==> src/rtl/ro_count_stats_pkg.sv <==
// Shared constants for the ring-oscillator count statistics block.
// Holds the FSM state codes so the top and any checkers agree on the encoding.
package ro_count_stats_pkg;

    typedef enum logic [1:0] {
        ST_IDLE  = 2'd0,
        ST_ACCUM = 2'd1,
        ST_EMIT  = 2'd2
    } state_t;

endpackage

==> src/rtl/ro_minmax.sv <==
// Combinational running-extrema update for one ring-oscillator count sample.
// Non-strict compares: an equal sample replaces the held value (same result either way).
module ro_minmax #(
    parameter int DATA_WIDTH = 32
) (
    input  logic [DATA_WIDTH-1:0] cur_min_i,
    input  logic [DATA_WIDTH-1:0] cur_max_i,
    input  logic                  cur_dead_i,
    input  logic [DATA_WIDTH-1:0] sample_i,
    output logic [DATA_WIDTH-1:0] nxt_min_o,
    output logic [DATA_WIDTH-1:0] nxt_max_o,
    output logic                  nxt_dead_o
);

    assign nxt_min_o  = (sample_i <= cur_min_i) ? sample_i : cur_min_i;
    assign nxt_max_o  = (sample_i >= cur_max_i) ? sample_i : cur_max_i;
    assign nxt_dead_o = cur_dead_i | (sample_i == '0);

endmodule

==> src/rtl/ro_count_stats.sv <==
// Collects a configurable number of RO count samples and emits sum/min/max/range/dead.
// Handshakes: a beat moves when valid and ready are both high on a rising clock edge.
module ro_count_stats
    import ro_count_stats_pkg::*;
#(
    parameter int DATA_WIDTH = 32,
    parameter int NS_WIDTH   = 8,
    parameter int SUM_WIDTH  = DATA_WIDTH + NS_WIDTH
) (
    input  logic                  clock,
    input  logic                  reset_n,
    input  logic                  cfg_start,
    input  logic [NS_WIDTH-1:0]   cfg_nsamples,
    input  logic                  in_valid,
    output logic                  in_ready,
    input  logic [DATA_WIDTH-1:0] in_count,
    output logic                  out_valid,
    input  logic                  out_ready,
    output logic [SUM_WIDTH-1:0]  out_sum,
    output logic [DATA_WIDTH-1:0] out_min,
    output logic [DATA_WIDTH-1:0] out_max,
    output logic [DATA_WIDTH-1:0] out_range,
    output logic                  out_dead,
    output logic                  busy,
    output state_t                dbg_state
);

    state_t                state_q;
    logic [NS_WIDTH-1:0]   nsamples_q;
    logic [NS_WIDTH-1:0]   cnt_q;
    logic [SUM_WIDTH-1:0]  sum_q;
    logic [DATA_WIDTH-1:0] min_q;
    logic [DATA_WIDTH-1:0] max_q;
    logic [DATA_WIDTH-1:0] range_q;
    logic                  dead_q;
    logic                  in_ready_q;
    logic                  out_valid_q;
    logic                  busy_q;

    logic [SUM_WIDTH-1:0]  sum_d;
    logic [DATA_WIDTH-1:0] min_d;
    logic [DATA_WIDTH-1:0] max_d;
    logic                  dead_d;
    logic                  xfer;
    logic                  last;

    ro_minmax #(
        .DATA_WIDTH(DATA_WIDTH)
    ) u_minmax (
        .cur_min_i (min_q),
        .cur_max_i (max_q),
        .cur_dead_i(dead_q),
        .sample_i  (in_count),
        .nxt_min_o (min_d),
        .nxt_max_o (max_d),
        .nxt_dead_o(dead_d)
    );

    assign xfer  = in_ready_q & in_valid;
    assign sum_d = sum_q + SUM_WIDTH'(in_count);
    // nsamples of 0 wraps to all-ones, so the 2^NS_WIDTH-th sample is the last one.
    assign last  = (cnt_q == (nsamples_q - NS_WIDTH'(1)));

    always_ff @(posedge clock) begin
        if (!reset_n) begin
            state_q     <= ST_IDLE;
            nsamples_q  <= '0;
            cnt_q       <= '0;
            sum_q       <= '0;
            min_q       <= '0;
            max_q       <= '0;
            range_q     <= '0;
            dead_q      <= 1'b0;
            in_ready_q  <= 1'b0;
            out_valid_q <= 1'b0;
            busy_q      <= 1'b0;
        end else begin
            case (state_q)
                ST_IDLE: begin
                    if (cfg_start) begin
                        state_q    <= ST_ACCUM;
                        nsamples_q <= cfg_nsamples;
                        cnt_q      <= '0;
                        sum_q      <= '0;
                        min_q      <= '1;
                        max_q      <= '0;
                        range_q    <= '0;
                        dead_q     <= 1'b0;
                        in_ready_q <= 1'b1;
                        busy_q     <= 1'b1;
                    end
                end
                ST_ACCUM: begin
                    if (xfer) begin
                        sum_q  <= sum_d;
                        min_q  <= min_d;
                        max_q  <= max_d;
                        dead_q <= dead_d;
                        cnt_q  <= cnt_q + NS_WIDTH'(1);
                        if (last) begin
                            state_q     <= ST_EMIT;
                            in_ready_q  <= 1'b0;
                            out_valid_q <= 1'b1;
                            range_q     <= max_d - min_d;
                        end
                    end
                end
                ST_EMIT: begin
                    if (out_ready) begin
                        state_q     <= ST_IDLE;
                        out_valid_q <= 1'b0;
                        busy_q      <= 1'b0;
                    end
                end
                default: begin
                    state_q     <= ST_IDLE;
                    in_ready_q  <= 1'b0;
                    out_valid_q <= 1'b0;
                    busy_q      <= 1'b0;
                end
            endcase
        end
    end

    assign in_ready  = in_ready_q;
    assign out_valid = out_valid_q;
    assign busy      = busy_q;
    assign out_sum   = sum_q;
    assign out_min   = min_q;
    assign out_max   = max_q;
    assign out_range = range_q;
    assign out_dead  = dead_q;
    assign dbg_state = state_q;

endmodule

==> config.mk <==
export PLATFORM = sky130hd
export DESIGN_NAME = ro_count_stats
export DESIGN_NICKNAME = d
export VERILOG_FILES = /design/src/rtl/ro_count_stats_pkg.sv /design/src/rtl/ro_minmax.sv /design/src/rtl/ro_count_stats.sv
export SDC_FILE = /design/constraint.sdc
export NUM_CORES = 1
export LEC_CHECK = 0
export ABC_AREA = 1
export CAP_MARGIN = 5
export CORE_MARGIN = 10
export CORE_UTILIZATION = 61
export DETAILED_ROUTE_END_ITERATION = 8
export PLACE_DENSITY = 0.92
export SETUP_SLACK_MARGIN = 0.02
export SLEW_MARGIN = 20
export SYNTH_ARGS = -nofsm -noshare
export SYNTH_HDL_FRONTEND = slang
export SYNTH_HIERARCHICAL = 1
export SYNTH_SLANG_ARGS = --single-unit
==> constraint.sdc <==
create_clock -name clock -period 7.2 [get_ports clock]
set_input_delay 1.44 -clock clock [delete_from_list [all_inputs] [get_ports clock]]
set_output_delay 1.44 -clock clock [all_outputs]
set_load 0.005 [all_outputs]
==> flow_metrics.py <==
metrics = {
    "outcome": {
        "status": "completed",
    },
    "layout": {
        "syn2layout_area_growth_pct": 17.38,
        "final_net_count": 2628,
        "drive_above_1_share_pct": 6.288,
    },
    "clock_network": {
        "cts_tree": "yes",
        "cts.sinks": 158,
        "cts_resized": 0,
        "clockBufferDepth": 2,
        "clockRootBuffer": "clkbuf_16",
        "clkTransAtPathRegs_ns": 0.08,
        "cts_setup_buffers": 0,
        "hold_buffers": 0,
        "numCtsBuffers": 17,
        "cts.htree.levels": 4,
        "clk_latency_ns": 0.45,
    },
    "global_routing": {
        "grt_util_all_layers_pct": 33.40,
        "grt_max_degree": 84,
        "gr-total-overflow": 0,
        "antenna_found_initial": 0,
        "grt_pass1_wl_microns": 78160,
        "grt_busiest_layer": "met2",
        "use_met2_pct": 54.65,
        "grtUsageMet3_pct": 5.661,
        "grt_pass1_vias": 15177,
        "use_met1_pct": 40.44,
    },
    "detailed_routing": {
        "drt_iter0_drc": 1847,
        "drc_errors": 0,
        "wl_microns": 50270,
        "ant_nets": 0,
        "viasPerCell": 5.831,
        "firstDrtPassIters": 6,
        "wl_per_cell_microns": 18.27,
        "num_vias": 16042,
    },
    "sta": {
        "setup_tns_ns": 0,
        "tightestPinTransition_ns": 1.048,
        "final-max-slew-violation-count": 0,
        "post-route-period-util_pct": 80.58,
        "clock-skew-final_ns": 0.01317,
        "setup_slack_ns": 1.398,
        "finalHoldViolCount": 0,
        "timing.fmax_mhz": 172.4,
        "period_minus_slack_ns": 5.802,
        "rsz0062_at_grt": "false",
        "slew_headroom_pct": 30.15,
        "setup_viol": 0,
    },
    "yosys": {
        "synth_edf_count": 0,
        "yosysMostFrequentCell": "nand2_1",
        "synth_top_area_cell": "dfxtp_1",
        "netlist_top_cells_count": "nand2_1 (742), inv_1 (322), a21oi_1 (229), nand3_1 (177), nor2_1 (164)",
        "netlist.area_leader.share_pct": 22.68,
        "syn_avg_cell_area_sq_um": 6.049,
        "synth-compound-area-share_pct": 13.66,
        "synth.area.mux_share_pct": 0,
        "yosysWarningCount": 6,
        "synthAdderAreaFrac_pct": 11.86,
        "yosysUniqueCellTypes": 48,
        "synth-simple-area-share_pct": 39.13,
        "synth_area_leaders": "dfxtp_1 (23%), nand2_1 (20%), ha_1 (12%)",
        "ys.flop_type": "dfxtp_1",
        "syn_area_sq_mm": 0.01394,
        "synth_cells": 2305,
        "synth_top_family_by_area": "simple AND/OR/NAND/NOR gates",
        "syn-num-nets": 2481,
        "synth_xor_area_share_pct": 0.9422,
        "synth-seq-cells": 158,
        "async_flop_share_pct": 0,
        "seq_area_frac_synth_pct": 22.68,
    },
    "setup_path": {
        "cp-start-kind": "input pin",
        "reg2reg_from": "out_min[7]",
        "endpoint": "out_range[10]",
        "slowest_stage": "clkdlybuf4s50_1",
        "critical_path_class": "in -> reg",
        "critPathLaunch": "in_count[0]",
        "rr_worst_depth": 22,
        "slowest_delay_ns": 0.76,
        "crit_arrival_ns": 6.18,
        "end_kind": "flip-flop",
        "worstPathMaxFanout": 33,
        "required_ns": 7.58,
        "crit_top_cell": "nand2_1",
        "rr_endpoint": "out_range[10]",
        "reg2reg_slack_ns": 2.69,
    },
    "floorplan": {
        "die_h_microns": 171.2,
        "start_util_pct": 61.77,
        "die-width_microns": 171.2,
        "core-area_sq_mm": 0.02257,
        "num_io_pins": 187,
        "rows": 55,
        "dieArea_sq_mm": 0.02931,
    },
    "placed_design": {
        "dp_hpwl_microns": 39030,
        "finalWeightedCongestion": 1.050,
        "pre_cts_ws_ns": 1.192,
        "portBuffers": 186,
    },
    "min_path": {
        "hold_class": "reg -> reg",
    },
    "run": {
        "max-cap-violations": 0,
    },
    "power_and_ir_drop": {
        "powerDensity_mw_per_mm2": 181.2,
        "irDropWorstVdd_mv": 0.1414,
        "leakagePower_nw": 7.718,
    },
}
==> layer usage <==
layer	vias up	part of all wire (%)	routed length, microns
met1	7263	39	19820
li1	7695	-	-
met3	186	9.1	4550
met2	898	46	23180
met5	-	0	0
met4	0	5.4	2713
==> where the power goes <==
part | switching (mW) | total (mW) | internal [mW] | leakage (nW)
Sequential | 0.0474 | 0.961 | 0.914 | 1.29
Clock | 0.438 | 0.892 | 0.454 | 0.260
Combinational | 0.728 | 1.11 | 0.385 | 6.17
==> cells by family after synthesis <==
group | after synthesis
AOI/OAI and AO/OA | 355
xor gates and xnor gates | 15
DFF | 158
adders and majority gates | 131
buffers and inverters | 395
and+or+nand+nor | 1251
==> stage by stage <==
step | cells | hold slack (ns) | power, mW | cell area, sq um | utilization, %
3_5_place_dp | 2718 | 0.4621 | 2.051 | 15810 | 70.06
6_report | 2751 | 0.4715 | 2.966 | 16370 | 72.51
4_1_cts | 2750 | 0.4739 | 2.935 | 16360 | 72.50
5_1_grt | 2750 | 0.4903 | 3.118 | 16360 | 72.50
2_1_floorplan | 2305 | 0.4565 | 1.718 | 13940 | -
3_3_place_gp | 2718 | 0.4516 | 2.027 | 15810 | 70.06
==> worst max-delay path: cells and delay by family <==
kind                     cells  cell delay, ns
adder cells (fa/ha/maj)      3            0.92
AND/OR/NAND/NOR             19            1.98
AO/OA/AOI/OAI                2            0.34
buffers and inverters        5            1.47
==> worst min-delay path by stage <==
stage,from,endpoint,slack [ns],cells after the start
finish,out_range[30],out_range[30],0.47,2
detailed placement,out_range[30],out_range[30],0.46,2
CTS,out_range[30],out_range[30],0.47,2
floorplan,nsamples_q[6],nsamples_q[6],0.46,2
global route,out_range[30],out_range[30],0.49,2
global placement,out_range[0],out_range[0],0.45,2
==> flip-flops by register name (all words and copies together) (netlist names) <==
signal,cells
cnt_q,8
nsamples_q,8
out_max,32
busy,1
out_min,32
out_sum,40
out_range,32
in_ready,1
out_valid,1
dbg_state,2
out_dead,1
==> cells in the final DEF (no fill, tap or decap), types with 4 or more instances in the layout <==
master / count
a21oi_1: 229
a21oi_2: 11
and2_1: 5
buf_4: 5
clkbuf_16: 17
clkdlybuf4s50_1: 186
clkinvlp_4: 4
dfxtp_1: 158
ha_1: 129
inv_1: 322
inv_2: 7
inv_6: 5
nand2_1: 742
nand2_2: 66
nand3_1: 177
nand3_2: 13
nand3b_1: 14
nand4_1: 23
nor2_1: 164
nor2_2: 9
nor3_1: 15
nor4_1: 9
o21a_1: 5
o21ai_0: 83
o21ai_1: 5
o21bai_1: 13
xnor2_1: 7
xor2_1: 8
==> cell type report <==
| cell class | instances | area (sq um) |
|---|---|---|
| Fill cell | 1959 | 6205 |
| Tap cell | 285 | 356.6 |
| Antenna cell | 1 | 2.502 |
| Clock inverter | 14 | 121.4 |
| Multi-Input combinational cell | 1752 | 9146 |
| Inverter | 332 | 1249 |
| Timing Repair Buffer | 191 | 1899 |
| Sequential cell | 158 | 3163 |
| Clock buffer | 18 | 429.2 |
Power figures use the tool's default switching activity.
